===== config.mk =====
export PLATFORM = sky130hd
export DESIGN_NAME = dlfloat16_decoder_unit
export DESIGN_NICKNAME = d
export VERILOG_FILES = /design/src/rtl/dlfloat16_decoder_unit.sv
export SDC_FILE = /design/constraint.sdc
export NUM_CORES = 1
export LEC_CHECK = 0
export ABC_AREA = 0
export ABC_CLOCK_PERIOD_IN_PS = 800
export CORE_MARGIN = 4
export CORE_UTILIZATION = 37
export CTS_CLUSTER_SIZE = 8
export DETAILED_ROUTE_END_ITERATION = 7
export MAX_ROUTING_LAYER = met4
export PLACE_DENSITY = 0.85
export SLEW_MARGIN = 15
export SYNTH_ARGS = -nofsm -noshare
export SYNTH_HDL_FRONTEND = slang
export SYNTH_SLANG_ARGS = --single-unit

===== constraint.sdc =====
create_clock -name clk -period 0.8 [get_ports clk]
set_input_delay 0.16 -clock clk [delete_from_list [all_inputs] [get_ports clk]]
set_output_delay 0.16 -clock clk [all_outputs]
set_load 0.03 [all_outputs]

===== src/rtl/dlfloat16_decoder_unit.sv =====
// Instruction decoder for the DLFloat16 unit: turns a 32-bit instruction word into registered
// unit-select, operand-index and control fields; anything not recognised decodes to a NOP.
module dlfloat16_decoder_unit (
    input  logic        clk,
    input  logic        rst_n,
    input  logic [31:0] instr,
    output logic [3:0]  ena,
    output logic [2:0]  rm,
    output logic [2:0]  sel2,
    output logic        op,
    output logic [1:0]  sel1,
    output logic [4:0]  rs1,
    output logic [4:0]  rs2,
    output logic [4:0]  rs3,
    output logic [4:0]  rd,
    output logic [11:0] imm,
    output logic        wr_enable,
    output logic        mem_read,
    output logic        mem_write,
    output logic        s_1,
    output logic        s_2,
    output logic        sp
);

    localparam logic [6:0] OpcFp    = 7'b1011011;
    localparam logic [6:0] OpcFmadd = 7'b0011011;
    localparam logic [6:0] OpcFmsub = 7'b0111011;
    localparam logic [6:0] OpcLoad  = 7'b0001011;
    localparam logic [6:0] OpcStore = 7'b0101011;

    logic [4:0] funct5;
    logic [2:0] funct3;
    logic [6:0] opcode;

    assign funct5 = instr[31:27];
    assign funct3 = instr[14:12];
    assign opcode = instr[6:0];

    logic [3:0]  ena_d;
    logic [2:0]  rm_d;
    logic [2:0]  sel2_d;
    logic        op_d;
    logic [1:0]  sel1_d;
    logic [4:0]  rs1_d;
    logic [4:0]  rs2_d;
    logic [4:0]  rs3_d;
    logic [4:0]  rd_d;
    logic [11:0] imm_d;
    logic        wr_enable_d;
    logic        mem_read_d;
    logic        mem_write_d;
    logic        s_1_d;
    logic        s_2_d;
    logic        sp_d;
    logic        fp_legal;

    always_comb begin
        ena_d       = '0;
        rm_d        = '0;
        sel2_d      = '0;
        op_d        = 1'b0;
        sel1_d      = '0;
        rs1_d       = instr[19:15];
        rs2_d       = instr[24:20];
        rs3_d       = '0;
        rd_d        = instr[11:7];
        imm_d       = '0;
        wr_enable_d = 1'b0;
        mem_read_d  = 1'b0;
        mem_write_d = 1'b0;
        s_1_d       = 1'b0;
        s_2_d       = 1'b0;
        sp_d        = 1'b0;
        fp_legal    = 1'b1;

        case (opcode)
            OpcFp: begin
                case (funct5)
                    5'b00000: ena_d = 4'd1;
                    5'b00001: begin
                        ena_d = 4'd1;
                        op_d  = 1'b1;
                    end
                    5'b00010: ena_d = 4'd2;
                    5'b00011: ena_d = 4'd3;
                    5'b01011: ena_d = 4'd4;
                    5'b00100: begin
                        ena_d    = 4'd5;
                        sel2_d   = funct3;
                        fp_legal = (funct3 <= 3'b010);
                    end
                    5'b00101: begin
                        ena_d    = 4'd6;
                        sel2_d   = funct3;
                        fp_legal = (funct3 <= 3'b001);
                    end
                    5'b01000: begin
                        ena_d  = 4'd7;
                        sel1_d = 2'b10;
                        s_2_d  = 1'b1;
                    end
                    5'b01001: begin
                        ena_d = 4'd8;
                        s_1_d = 1'b1;
                    end
                    5'b10100: begin
                        ena_d    = 4'd9;
                        sel2_d   = funct3;
                        sel1_d   = 2'b10;
                        s_2_d    = 1'b1;
                        fp_legal = (funct3 <= 3'b010);
                    end
                    default: fp_legal = 1'b0;
                endcase

                // Unknown funct5 or an out-of-range sub-op collapses to a NOP.
                if (fp_legal) begin
                    rm_d        = funct3;
                    sp_d        = instr[25];
                    wr_enable_d = 1'b1;
                end else begin
                    ena_d  = '0;
                    op_d   = 1'b0;
                    sel1_d = '0;
                    sel2_d = '0;
                    s_1_d  = 1'b0;
                    s_2_d  = 1'b0;
                end
            end
            OpcFmadd, OpcFmsub: begin
                ena_d       = 4'd10;
                op_d        = (opcode == OpcFmsub);
                rs3_d       = instr[31:27];
                rm_d        = funct3;
                sp_d        = instr[25];
                wr_enable_d = 1'b1;
            end
            OpcLoad: begin
                ena_d       = 4'd11;
                mem_read_d  = 1'b1;
                sel1_d      = 2'b01;
                wr_enable_d = 1'b1;
                s_1_d       = 1'b1;
                imm_d       = instr[31:20];
                rs2_d       = '0;
            end
            OpcStore: begin
                ena_d       = 4'd12;
                mem_write_d = 1'b1;
                s_1_d       = 1'b1;
                imm_d       = {instr[31:25], instr[11:7]};
                rd_d        = '0;
            end
            default: ;
        endcase
    end

    always_ff @(posedge clk or negedge rst_n) begin
        if (!rst_n) begin
            ena       <= '0;
            rm        <= '0;
            sel2      <= '0;
            op        <= 1'b0;
            sel1      <= '0;
            rs1       <= '0;
            rs2       <= '0;
            rs3       <= '0;
            rd        <= '0;
            imm       <= '0;
            wr_enable <= 1'b0;
            mem_read  <= 1'b0;
            mem_write <= 1'b0;
            s_1       <= 1'b0;
            s_2       <= 1'b0;
            sp        <= 1'b0;
        end else begin
            ena       <= ena_d;
            rm        <= rm_d;
            sel2      <= sel2_d;
            op        <= op_d;
            sel1      <= sel1_d;
            rs1       <= rs1_d;
            rs2       <= rs2_d;
            rs3       <= rs3_d;
            rd        <= rd_d;
            imm       <= imm_d;
            wr_enable <= wr_enable_d;
            mem_read  <= mem_read_d;
            mem_write <= mem_write_d;
            s_1       <= s_1_d;
            s_2       <= s_2_d;
            sp        <= sp_d;
        end
    end

endmodule


---- Word-level counts from Yosys, hierarchy flattened ----
Index checks and enable logic that the tools add are counted.
storage, ports and cells
  output and inout port bits .............. 51
  bits of input ports ..................... 34
  logic and storage cells ................. 73
  flip-flop bits (word level) ............. 51
operators by class
  muxes and demuxes ....................... 32
  eq/ne operators ......................... 14
  reductions and logical operators ........ 9
  order comparisons ....................... 2
operator list
  operator              number
  $pmux W4 S9           1
  $pmux W12 S2          1
  $pmux W4 S4           1
  $eq A5 B4 Y1 const B  3
  $mux W5               3
  $eq A7 B6 Y1 const B  2
  $mux W1               12
  $mux W3               4
  $eq A5 B2 Y1 const B  2
  $eq A5 B3 Y1 const B  2
  $reduce_or A2 Y1      5
  $pmux W1 S2           4
  $eq A7 B4 Y1 const B  1
  $eq A7 B5 Y1 const B  1
  $eq A7 B7 Y1 const B  1
  $reduce_or A7 Y1      1
  $pmux W3 S2           1
  $reduce_or A3 Y1      2
  $eq A5 B1 Y1 const B  1
  $eq A5 B5 Y1 const B  1
  $logic_not A5 Y1      1
  $mux W2               2
  $mux W4               1
  $pmux W2 S2           1
  other kinds (3)       3

---- Logic depth before layout (Yosys ltp) ----
Gate-level depths: netlist of the first run.
  word-level depth ........................ 6
  gate-level depth with buffers ........... 5
  gate-level depth less buffers ........... 4

---- Worst setup path after synthesis of the first run ----
Ideal clock, no wire load.
  path type ............................... input to register
  start ................................... in instr[29]
  end ..................................... reg wr_enable
  library setup time ...................... 131 ps
  required time ........................... 669 ps
  path buffers ............................ 1
  stages .................................. 5
  arrival time ............................ 1093 ps
  setup slack ............................. -424 ps
  cell sequence ........................... buf_6 nor2b_4 and4_4 o21a_4 or3_1
between the ends
  longest elaborated chain between the ends .. 6
  elaborated cells on any way between the ends .. 16
  classes of those cells .................. eq/ne: 9; mux: 4; reduce/logical: 3
RTL lines
  element                                                                       line  source
  from (decl)                                                                   6     input logic [31:0] instr,
  $eq A5 B4 Y1 (tied with other cells)                                          78    case (funct5)
  $reduce_or A7 Y1 (no source line) / $reduce_or A2 Y1 (equally long branches)  --
  $pmux W1 S3 *                                                                 78
  $mux W1 *                                                                     76    case (opcode)
  $mux W1 *                                                                     117   if (fp_legal) begin
  $pmux W1 S2 *                                                                 76
  via wr_enable_d                                                               49    logic wr_enable_d;
  to (signal assigned)                                                          187   wr_enable <= wr_enable_d;
  to (decl)                                                                     17    output logic wr_enable,
Mark *: on every way through the listed nets, which the timed path passes. The rest lies on a longest branch. The select of a mux whose other input is x is not followed.

==> flow_metrics.tcl, run 1 <==
set metrics [dict create \
    endpoint_kind "output pin" \
    first_pass_iters 4 \
    netlist_instances 148 \
    cp_slowest_cell "dfrtp_2" \
    critPathRequiredTime_ps 640 \
    n_antenna_cell 0 \
    start_util_pct 39.4 \
    timing_hold_violations_final 0 \
    ir_drop_mv 0.575 \
    max_freq_mhz 964 \
    slew_violations 0 \
    async_reset_ff_share_pct 100 \
    clkPwrFrac_pct 29.5 \
    grt_pass1_wl_um 8130 \
    avgRoutedWirePerCell_um 16.2 \
    p_leak_nw 1.67 \
    synth_top_area_cell "dfrtp_1" \
    synth.area.top_cells "dfrtp_1 (65%), and2_1 (5.2%), mux2i_1 (3.1%)" \
    switching_share_pct 24.5 \
    numCtsBuffers 5 \
    critPathKind "flip-flop to output pin" \
    ys_seq_area_share_pct 65.1 \
    cts_tree "built" \
    rsz0062_at_grt "yes" \
    grt_util_all_layers_pct 17.1 \
    cts_buffer_depth 2 \
    vias 1572 \
    synth_edf_count 0 \
    clkTransAtPathRegs_ps 90 \
    timing.final.crit_period_ps 1040 \
    path_max_fanout 2 \
    p_sw_w 0.00119 \
    antenna_found_initial 0 \
    drtIter0Drc 39 \
    drive_gt1_share_pct 56.1 \
    arrival_ps 880 \
    holdCritStartpoint "instr[14]" \
    port_buffers 84 \
    fin_crit_sh_pct 130 \
    dp_cells 313 \
    synth_top_area_share_pct 65.1 \
    die_h_um 80.1 \
    core_um2 4880 \
    root_buffer "clkbuf_8" \
    cts_max_level 2 \
    report.final.setup_viol 94 \
    hold_depth 2 \
    crit_family "flip-flops" \
    n_fill_cell 330 \
    layout.nets 298 \
    fp-row-count 25 \
    vias_per_cell 4.75 \
    syn_area_per_cell_um2 13.0 \
    place_congestion 0.799 \
    hold_path_class "input pin to flip-flop" \
    syn2layout_area_growth_pct 81.3 \
    hold_slack_ps 179 \
    slowest_delay_ps 430 \
    cp_cell_sequence "buf_6" \
    pre_cts_slack_ps -917 \
    violations "setup timing" \
    yosys_warnings 0 \
    cp_num_buf_inv 1 \
    die_w_um 80.1 \
    p_comb_share_pct 17.1 \
    synth_ff_type "dfrtp_1" \
    io_pins 85 \
    grt_pass1_vias 1653 \
    drtAntennaViolNets 0 \
    drc 0 \
    ys_seq_elements 50 \
    dieArea_um2 6420 \
    synth_cell_types 40 \
    max_cap_violations 0 \
    netlist_area_um2 1920 \
    start_kind "flip-flop" \
    overflow 0 \
    final_cells 331 \
    finalWirelength_um 5370 \
    outcome "finished, violations left" \
    dp_hpwl_um 3360 \
    clkSinkCount 50 \
    syn-num-nets 182 \
    power.internal_w 0.00368 \
    hold_end "rm[2]" \
    p_per_area_nw_per_um2 1400 \
    worst_slack_ps -238 \
    grt_max_degree 51 \
    sequentialPowerShare_pct 53.4 \
]
## state kept, by name, indices dropped and copies added (netlist names), 3 cells and up
signal / flops
rs3: 5
rs2: 5
rm: 3
rd: 5
ena: 4
rs1: 5
sel2: 3
imm: 12
## cell families after synthesis
kind of cell / count (synthesis) / synth area share, %
flip-flops: 50 / 65.1
AND/OR/NAND/NOR: 60 / 19.9
multiplexers: 6 / 3.12
XOR/XNOR: 1 / 0.456
AO/OA/AOI/OAI: 19 / 7.87
buffers and inverters: 11 / 3.38
other: 1 / 0.195
## per-layer routing
layer / wire, um / vias to the layer above / global-route usage [%]
met5: 0 / - / -
met3: 314 / 11 / 4.37
met1: 2060 / 764 / 19.2
li1: - / 733 / -
met4: 72 / 0 / 4.90
met2: 2920 / 64 / 30.1
## what timing repair did
item / 4_1_cts / 5_1_grt
setup buffers: 4 / 4
pin swaps: 19 / 19
resized for setup: 133 / 33
endpoints found under the hold margin: 50 / 0
endpoints found under the setup margin: 95 / 92
cloned: 2 / 0
hold buffers: 1 / 0
## synthesized netlist by cell type (all sizes together), types with 2 or more instances
cell and count:
dfrtp 50, and2 16, nor2 13, buf 7, mux2i 6, nand2 6
nor2b 6, o21a 6, nor3b 4, nand3 3, o31ai 3, clkbuf 2
inv 2, nor3 2, o21ai 2, o31a 2, or3 2
## cells in the final DEF, fill, tap and decap left out, types with 3 or more instances in the layout
cell type,count
and2_1,8
and2_4,8
buf_12,10
buf_2,9
buf_4,19
buf_6,57
clkbuf_8,6
clkdlybuf4s50_1,17
dfrtp_1,49
mux2i_1,6
nand2_1,3
nand3_1,3
nor2_1,3
nor2_2,4
nor2_4,5
nor2b_1,3
o21a_1,5
## final cells by class
type	count	area, um2	area share, %
Timing Repair Buffer	118	1260	36.1
Sequential cell	50	1250	35.9
Multi-Input combinational cell	87	800	22.9
Clock buffer	7	86.3	2.48
Tap cell	67	83.8	2.40
Inverter	2	7.51	0.215
## through the flow
step                      instance area (um2)  setup TNS [ps]  power (W)  utilization (%)
after floorplan                          1960           -9350    0.00292                -
after global placement                   2950          -32000    0.00333             60.4
after detailed placement                 2950          -32660    0.00334             60.4
after CTS                                3350          -12440    0.00486             68.6
after global routing                     3490          -17080    0.00508             71.5
final                                    3490          -14220    0.00487             71.5
## how the worst max path moves through the flow
stage / end / cells after the start / start
2_1_floorplan: wr_enable / 5 / instr[29]
3_3_place_gp: ena[1] / 5 / instr[1]
3_5_place_dp: ena[1] / 5 / instr[0]
4_1_cts: s_2 / 1 / s_2
5_1_grt: ena[1] / 6 / instr[29]
6_report: sel1[1] / 1 / s_2
## power by group through the flow
stage                     registers (W)  logic, W  clock network (W)
final                           0.00260  0.000831            0.00144
after global placement          0.00264  0.000686                  0
after CTS                       0.00260  0.000774            0.00148
after floorplan                 0.00275  0.000169                  0
after global routing            0.00261  0.000885            0.00159
after detailed placement        0.00264  0.000700                  0
Power figures use the tool's default switching activity.
==> run 2, diff against run 1 <==
--- a/config.mk
+++ b/config.mk
@@ -6,13 +6,15 @@
 export NUM_CORES = 1
 export LEC_CHECK = 0
 export ABC_AREA = 0
-export ABC_CLOCK_PERIOD_IN_PS = 800
+export ABC_CLOCK_PERIOD_IN_PS = 1300
 export CORE_MARGIN = 4
-export CORE_UTILIZATION = 37
+export CORE_UTILIZATION = 40
+export CTS_BUF_LIST = sky130_fd_sc_hd__clkbuf_2
 export CTS_CLUSTER_SIZE = 8
 export DETAILED_ROUTE_END_ITERATION = 7
 export MAX_ROUTING_LAYER = met4
-export PLACE_DENSITY = 0.85
+export PLACE_DENSITY = 0.87
+export RECOVER_POWER = 100
 export SLEW_MARGIN = 15
 export SYNTH_ARGS = -nofsm -noshare
 export SYNTH_HDL_FRONTEND = slang
==> constraint.sdc (replaced) <==
create_clock -name clk -period 1.3 [get_ports clk]
set_input_delay 0.26 -clock clk [delete_from_list [all_inputs] [get_ports clk]]
set_output_delay 0.26 -clock clk [all_outputs]
set_load 0.03 [all_outputs]
==> run 2 against run 1 <==
Net effect:
- the flow still finishes with violations (setup timing)
- critical path type is now input pin to flip-flop
- clock power shrank 46%
- utilization shrank 2.5 points
- die area shrank 6.8%
- sequential share of layout area grew 4.4 points
- largest power group unchanged
- hold slack gained 96 ps
- first-iteration DRC count grew 5.1%
- sequential power shrank 38%
- setup slack gained 210 ps
- combinational power shrank 48%
==> flow_metrics.tcl, run 2 (synthesis results as in run 1) <==
set metrics [dict create \
    pre_cts_slack_ps -501 \
    final_cell_mix "dfrtp_1 (50), buf_6 (36), buf_4 (25)" \
    critPathRequiredTime_ps 1630 \
    worst_slew_pin_slew_ps 745 \
    hold_slack_ps 275 \
    fin_crit_sh_pct 102 \
    drive_gt1_share_pct 38.5 \
    cp_slowest_cell "or3_1" \
    die_h_um 77.3 \
    p_leak_nw 1.53 \
    path_max_fanout 5 \
    ir_drop_mv 0.435 \
    timing.final.crit_period_ps 1330 \
    cts_max_level 2 \
    port_buffers 84 \
    cts_tree "built" \
    regMostFlops "imm" \
    grt_pass1_wl_um 7410 \
    clkPwrFrac_pct 27.6 \
    crit_family "simple AND/OR/NAND/NOR gates" \
    p_comb_share_pct 15.4 \
    antenna_found_initial 0 \
    endpoint_kind "flip-flop" \
    start_kind "input pin" \
    core_um2 4500 \
    outcome "finished, violations left" \
    top_layer_used "met4" \
    syn2layout_area_growth_pct 61.5 \
    dieArea_um2 5980 \
    post_cts_buffers 0 \
    hold_path_class "input pin to flip-flop" \
    dp_hpwl_um 3410 \
    finalSetupTns_ps -47.9 \
    route.met2.wl_um 2320 \
    p_sw_w 0.000683 \
    final_cells 309 \
    sequentialPowerShare_pct 57.1 \
    violations "setup timing" \
    drtAntennaViolNets 0 \
    clkTransAtPathRegs_ps 230 \
    avgRoutedWirePerCell_um 15.0 \
    slew_violations 0 \
    max_freq_mhz 754 \
    hold_depth 4 \
    slowest_delay_ps 460 \
    place_area_um2 3000 \
    overflow 0 \
    timing_hold_violations_final 0 \
    die_w_um 77.3 \
    root_buffer "clkbuf_2" \
    n_antenna_cell 0 \
    drtIter0Drc 41 \
    critPathKind "input pin to flip-flop" \
    vias 1509 \
    grt_max_degree 38 \
    worst_slack_ps -26.3 \
    fp-row-count 24 \
    cp_num_buf_inv 2 \
    first_pass_iters 4 \
    largest_register_ffs 12 \
    clkSinkCount 50 \
    rsz0062_at_grt "yes" \
    cts_buffer_depth 2 \
    numCtsBuffers 5 \
    cp_num_cells 5 \
    wl_met1_um 1950 \
    place_congestion 0.779 \
    layout.nets 290 \
    drc 0 \
    vias_per_cell 4.88 \
    layout_commonest_cell "dfrtp_1" \
    cp_cell_sequence "clkdlybuf4s50_1 -> nand4b_2 -> or3_1 -> buf_2 -> nor2_1" \
    finalWirelength_um 4640 \
    max_cap_violations 0 \
    switching_share_pct 24.3 \
    arrival_ps 1650 \
    io_pins 85 \
    p_per_area_nw_per_um2 905 \
    start_util_pct 42.7 \
    slew_headroom_pct 50.3 \
    dp_cells 300 \
    power.internal_w 0.00213 \
    report.final.setup_viol 5 \
    wl_met3_um 327 \
    grt_util_all_layers_pct 16.2 \
    stdcell_area_um2 3110 \
    grt_pass1_vias 1580 \
]
run 2: changes by cell type in the layout (fill, tap and decap cells not counted), sizes merged, moves of 2 or more:
cell	delta
dlymetal6s2s	+2
clkinv	+2
dlygate4sd3	+5
clkdlybuf4s50	+6
buf	-22
clkdlybuf4s15	-2
dlygate4sd2	+2
run 2: path summary, 6_finish.rpt:
kind                           start         to  slack [ps]
min                        instr[28]    sel2[0]         270
max                         instr[2]     imm[1]         -30
min in group asynchronous      rst_n      rd[2]         390
max in group asynchronous      rst_n  mem_write         120
run 2: cell type report:
class                   count  area, um2
fillers                   342       1400
clock buffers               5       25.0
flip-flops and latches     50       1250
well taps                  52       65.1
repair buffers            110       1080
inverters                   2       7.51
multi-input cells          87        637
clock inverters             3       40.0
run 2: timing repair:
| item | in CTS | in global routing |
|---|---|---|
| hold endpoints to repair | 13 | 0 |
| hold buffers | 1 | 0 |
| pin swaps | 0 | 1 |
| resized for setup | 212 | 96 |
| setup endpoints to repair | 49 | 48 |
run 2: metal layers:
| metal | vias to the layer above | GRT usage, % |
|---|---|---|
| li1 | 715 | - |
| met3 | 4 | 3.36 |
| met5 | - | - |
| met2 | 65 | 26.0 |
| met4 | 0 | 6.41 |
| met1 | 725 | 20.3 |
run 2: power groups by stage:
stage,clock [W],combinational (W),sequential (W)
2_1_floorplan,0,0.000100,0.00169
4_1_cts,0.000810,0.000415,0.00160
3_5_place_dp,0,0.000440,0.00163
5_1_grt,0.000871,0.000465,0.00161
3_3_place_gp,0,0.000433,0.00163
6_report,0.000775,0.000431,0.00160
run 2: through the flow:
stage	power, W	util (%)
global placement	0.00206	66.6
detailed placement	0.00207	66.6
global route	0.00294	68.9
finish	0.00281	68.9
CTS	0.00282	64.5
floorplan	0.00180	-
run 2: tightest hold or removal path: stages:
cell            delay [ps]
dlymetal6s2s_1         180
nor2_1                  90
nand4_1                 90
nor3b_1                 50
